===== src/rtl/part_74s299.sv =====
// 74S299 8-bit universal shift/storage register, cycle-level model.
// The tristate I/O bus is split into IO_IN / IO_OUT / IO_OE.
module part_74s299 #(
    parameter int unsigned WIDTH = 8
) (
    input  logic             clk,
    input  logic             reset,
    input  logic             S0,
    input  logic             S1,
    input  logic             OE1_N,
    input  logic             OE2_N,
    input  logic             DS0,
    input  logic             DS7,
    input  logic [WIDTH-1:0] IO_IN,
    output logic [WIDTH-1:0] IO_OUT,
    output logic             IO_OE,
    output logic             Q0,
    output logic             Q7
);

    localparam logic [1:0] MODE_HOLD = 2'b00;
    localparam logic [1:0] MODE_SHR  = 2'b01;
    localparam logic [1:0] MODE_SHL  = 2'b10;
    localparam logic [1:0] MODE_LOAD = 2'b11;

    logic [1:0]       mode;
    logic [WIDTH-1:0] r_q;
    logic [WIDTH-1:0] r_d;

    assign mode = {S1, S0};

    always_comb begin
        r_d = r_q;
        unique case (mode)
            MODE_HOLD: r_d = r_q;
            MODE_SHR:  r_d = {r_q[WIDTH-2:0], DS0};
            MODE_SHL:  r_d = {DS7, r_q[WIDTH-1:1]};
            MODE_LOAD: r_d = IO_IN;
        endcase
    end

    always_ff @(posedge clk) begin
        if (reset) begin
            r_q <= '0;
        end else begin
            r_q <= r_d;
        end
    end

    // Load mode releases the bus so the incoming value can be captured.
    assign IO_OE  = ~OE1_N & ~OE2_N & ~(mode == MODE_LOAD);
    assign IO_OUT = r_q;
    assign Q0     = r_q[0];
    assign Q7     = r_q[WIDTH-1];

endmodule

===== config.mk =====
export PLATFORM = sky130hd
export DESIGN_NAME = part_74s299
export DESIGN_NICKNAME = d
export VERILOG_FILES = /design/src/rtl/part_74s299.sv
export SDC_FILE = /design/constraint.sdc
export NUM_CORES = 1
export LEC_CHECK = 0
export CAP_MARGIN = 20
export CORE_AREA = 8 8 45 47
export DETAILED_ROUTE_END_ITERATION = 16
export DIE_AREA = 0 0 53 55
export HOLD_SLACK_MARGIN = 0.03
export PLACE_DENSITY = 0.76
export SLEW_MARGIN = 20
export SYNTH_ARGS = -nofsm -noshare
export SYNTH_HDL_FRONTEND = slang
export SYNTH_SLANG_ARGS = --single-unit

===== constraint.sdc =====
create_clock -name clk -period 1.3 [get_ports clk]
set_input_delay 0.13 -clock clk [delete_from_list [all_inputs] [get_ports clk]]
set_output_delay 0.13 -clock clk [all_outputs]
set_load 0.02 [all_outputs]

==> impl_metrics.ini, run 1 <==
[outcome]
status = finished clean

[global_route]
antenna_found_initial = 0
globalRouteOverflowTotal = 0
grt_pass1_wl_um = 2010
grt_max_degree = 17
track_usage_pct = 9.27
grt_pass1_vias = 431

[detailed_routing]
post-route-drc-count = 0
ant_nets = 0
wire_per_inst_um = 15.7
vias_per_cell = 5.17
top_layer = met3
first_pass_iters = 6
wirelength_met1_um = 520
drt-total-wl_um = 1280
met3WireLength_um = 191
drtIter0Drc = 7
wl_met2_um = 571
num_vias = 424

[cts]
hold_buffers = 0
cts.path.max_buffers = 2
cts.sink_count = 8
path_clk_slew_ps = 60
htree_levels = 1
cts_buffers = 3
clk_latency_ps = 260
root_buffer = clkbuf_4
cts_tree = yes

[final_layout]
fin_nets = 84
seq_area_um2 = 160
final_common_cell = mux2i_1
finalInstanceArea_um2 = 691
fillCellCount = 145
multi_input_area_um2 = 230
largest_register_ffs = 8
num_antenna_cells = 0
drive_gt1_share_pct = 9.09
area_delta_synth_final_pct = 55.1
layout_common_cells = mux2i_1 (16), clkdlybuf4s50_1 (15), dlygate4sd2_1 (10)
post-route-util_pct = 49.9

[die]
start_util_pct = 32.2
die-area_um2 = 2920
die_h_um = 55
io_pins = 27
row_count = 14
die_w_um = 53
core_area_um2 = 1380

[timing]
fin_crit_ps = 1160
tightest_slew_ps = 324
timing.fmax_ghz = 0.863
fin_crit_sh_pct = 89.2
whs_ps = 527
finalSetupViolCount = 0
finalHoldViolations = 0
grt_setup_unrepaired = no
drv_slew = 0
finClkSkew_ps = 8.21
max-slew-margin-rel_pct = 78.4

[worst_setup_path]
worstPathMaxFanout = 16
rr_worst_depth = 2
r2r_setup_slack_ps = 550
criticalPathCategory = in2reg
endpoint_kind = flop
cp_data_required_time_ps = 1410
worstPathArrival_ps = 1270
critPathLaunchType = input pin

[power_and_ir_drop]
p_total_uw = 635
powerDensity_nw_per_um2 = 919
p_leak_nw = 0.329
worst_ir_drop_vdd_mv = 0.510

[yosys]
ys_ff_latch = 8
synthCells = 41
synth_cell_types = 11
synthesis.area_um2 = 445
syn-num-nets = 57
yosysWarnings = 0
seq_area_frac_synth_pct = 36.0
syn_avg_cell_area_um2 = 10.9

[placed_design]
dpl_cell_area_um2 = 686
place_congestion = 0.701
dp_hpwl_um = 908
port_buffers = 26

[worst_hold_path]
min_path_cells = 3
hp-class = in2reg

[flow_run]
maxCapViolations = 0
-- repair_timing --
action	4_1_cts	5_1_grt
endpoints found under the setup margin	11	1
resized for setup	12	2
setup buffers	0	0
-- per-layer routing --
| layer | GRT usage (%) | vias to the layer above |
|---|---|---|
| li1 | - | 202 |
| met1 | 9.82 | 198 |
| met2 | 14.8 | 24 |
| met3 | 7.75 | 0 |
| met4 | 0 | 0 |
| met5 | 0 | - |
-- cell type report --
type | count | area share [%]
Clock buffer | 3 | 3.26
Sequential cell | 8 | 23.2
Multi-Input combinational cell | 27 | 33.3
Timing Repair Buffer | 28 | 37.3
Tap cell | 16 | 2.90
-- synthesized netlist by cell type (all sizes together) --
library cell	n	share of area (%)
buf	5	11
mux2i	16	36
o22ai	8	11
clkbuf	1	1.1
a211oi	1	1.7
or2	1	1.4
dfxtp	8	36
nand2b	1	1.4
-- cells by family (layout without fill, tap and decap cells) --
| family | count (synthesis) | after routing | share of synthesized area [%] |
|---|---|---|---|
| multiplexers | 16 | 16 | 36.0 |
| AO/OA/AOI/OAI | 9 | 9 | 12.9 |
| flip-flops | 8 | 8 | 36.0 |
| buffers and inverters | 6 | 31 | 12.4 |
| AND/OR/NAND/NOR | 2 | 2 | 2.81 |
-- power breakdown --
group          internal, mW  total (mW)  switching [mW]  leakage [nW]
Clock                 0.106       0.195          0.0886        0.0138
Sequential            0.260       0.274          0.0134        0.0656
Combinational        0.0919       0.167          0.0748         0.249
Total                 0.458       0.635           0.177         0.329
-- critical path: stages --
cell and delay [ps]:
clkdlybuf4s50_1 480, buf_4 280, mux2i_1 250, o22ai_1 120
-- stage by stage --
step | cells | setup slack (ps) | TNS (ps)
after detailed placement | 79 | -295 | -665
after floorplan | 41 | 190 | 0
after CTS | 82 | 3.12 | 0
after global routing | 82 | 70.0 | 0
final | 82 | 141 | 0
after global placement | 79 | -246 | -497
-- final timing paths --
path,start,to
hold reg to reg,IO_OUT[7],IO_OUT[6]
setup reg to reg,IO_OUT[5],IO_OUT[4]
hold / removal,DS0,IO_OUT[0]
setup / recovery,S0,IO_OUT[4]
(Power assumes the default switching activity.)
==> run 2: changes to the inputs <==
--- a/config.mk
+++ b/config.mk
@@ -11,2 +11,3 @@
 export DIE_AREA = 0 0 53 55
+export GPL_TIMING_DRIVEN = 0
 export HOLD_SLACK_MARGIN = 0.03
--- a/constraint.sdc
+++ b/constraint.sdc
@@ -3,2 +3,2 @@
 set_output_delay 0.13 -clock clk [all_outputs]
-set_load 0.02 [all_outputs]
+set_load 0.05 [all_outputs]
==> impl_metrics.ini, run 2 (synthesized netlist as in run 1, its figures left out) <==
[cts]
clk_latency_ps = 260
cts.path.max_buffers = 2
cts_tree = yes
cts_buffers = 3
hold_buffers = 0
root_buffer = clkbuf_4
cts.sink_count = 8
post_cts_buffers = 0
htree_levels = 1
path_clk_slew_ps = 50

[final_layout]
final_common_cell = mux2i_1
fin_nets = 87
fin_cells = 85
post-route-util_pct = 52.4
num_antenna_cells = 0
area_delta_synth_final_pct = 62.6
finalInstanceArea_um2 = 724
drive_gt1_share_pct = 27.5
layout_common_cells = mux2i_1 (16), clkdlybuf4s50_1 (14), dfxtp_1 (8), o22ai_1 (8)
largest_register_ffs = 8

[power_and_ir_drop]
powerDensity_nw_per_um2 = 970
p_leak_nw = 0.315
worst_ir_drop_vdd_mv = 0.387
p_total_uw = 703

[placed_design]
place_congestion = 0.710
place_ws_ps = -453
dpl_cell_area_um2 = 721
numPlacedInstances = 82
dp_hpwl_um = 1040
port_buffers = 25

[detailed_routing]
drtIter0Drc = 2
num_vias = 440
post-route-drc-count = 0
drt-total-wl_um = 1360
first_pass_iters = 4
ant_nets = 0
vias_per_cell = 5.18
wire_per_inst_um = 16.0

[global_route]
grt_max_degree = 11
grt_pass1_wl_um = 2240
globalRouteOverflowTotal = 0
grt_pass1_vias = 471
antenna_found_initial = 0
track_usage_pct = 10.7

[timing]
finClkSkew_ps = 7.18
fin_ws_ps = 28.9
fin_crit_ps = 1270
max-slew-margin-rel_pct = 67.8
grt_setup_unrepaired = no
finalSetupViolCount = 0
timing.fmax_ghz = 0.787
tightest_slew_ps = 485
finalHoldViolations = 0
drv_slew = 0
fin_crit_sh_pct = 97.8

[die]
io_pins = 27
core_area_um2 = 1380
row_count = 14
die_h_um = 55
die_w_um = 53
start_util_pct = 32.2
die-area_um2 = 2920

[worst_setup_path]
slowest_delay_ps = 520
worstPathArrival_ps = 1140
cp_data_required_time_ps = 1170
worstPathMaxFanout = 4
crit_family = buffers and inverters
endpoint_kind = primary output
slowest_stage = clkdlybuf4s15_1
critPathLaunchType = flop
worstPathCellList = clkdlybuf4s15_1
crit_buf_inv = 1
criticalPathCategory = reg2out

[outcome]
status = finished clean

[worst_hold_path]
hp-class = in2reg

[flow_run]
maxCapViolations = 0
==> run 2: layout make-up <==
type                            count  area [um2]
Sequential cell                     8         160
Clock buffer                        3        22.5
Multi-Input combinational cell     27         235
Buffer                              6        55.1
Fill cell                         133         659
Timing Repair Buffer               25         231
Tap cell                           16        20.0
==> run 2: path summary, 6_finish.rpt <==
kind,start,endpoint,slack [ps],cells after the start
worst max-delay path,IO_OUT[0],Q0,30,1
worst min register to register,IO_OUT[1],IO_OUT[1],590,2
worst max register to register,IO_OUT[3],IO_OUT[2],580,2
worst min-delay path,S0,IO_OUT[1],260,3
==> run 2: layer usage <==
metal  part of all wire (%)  global-route usage, %
met1                     41                   10.5
met2                     50                   18.0
met3                    4.7                   2.14
met4                    4.3                   11.6
met5                      0                      0
==> run 2: what timing repair did <==
item / CTS / global route
endpoints found under the setup margin: 11 / 4
endpoints found under the hold margin: 0 / 0
resized for setup: 30 / 4
==> run 2: where the power goes <==
group	internal [mW]	switching [mW]
combinational	0.104	0.124
sequential	0.260	0.0153
clock	0.106	0.0932
total	0.470	0.233
==> run 2: through the flow <==
stage	TNS, ps	hold WS, ps
6_report	0	259
5_1_grt	0	282
4_1_cts	0	261
3_5_place_dp	-792	528
3_3_place_gp	-673	521
2_1_floorplan	0	319
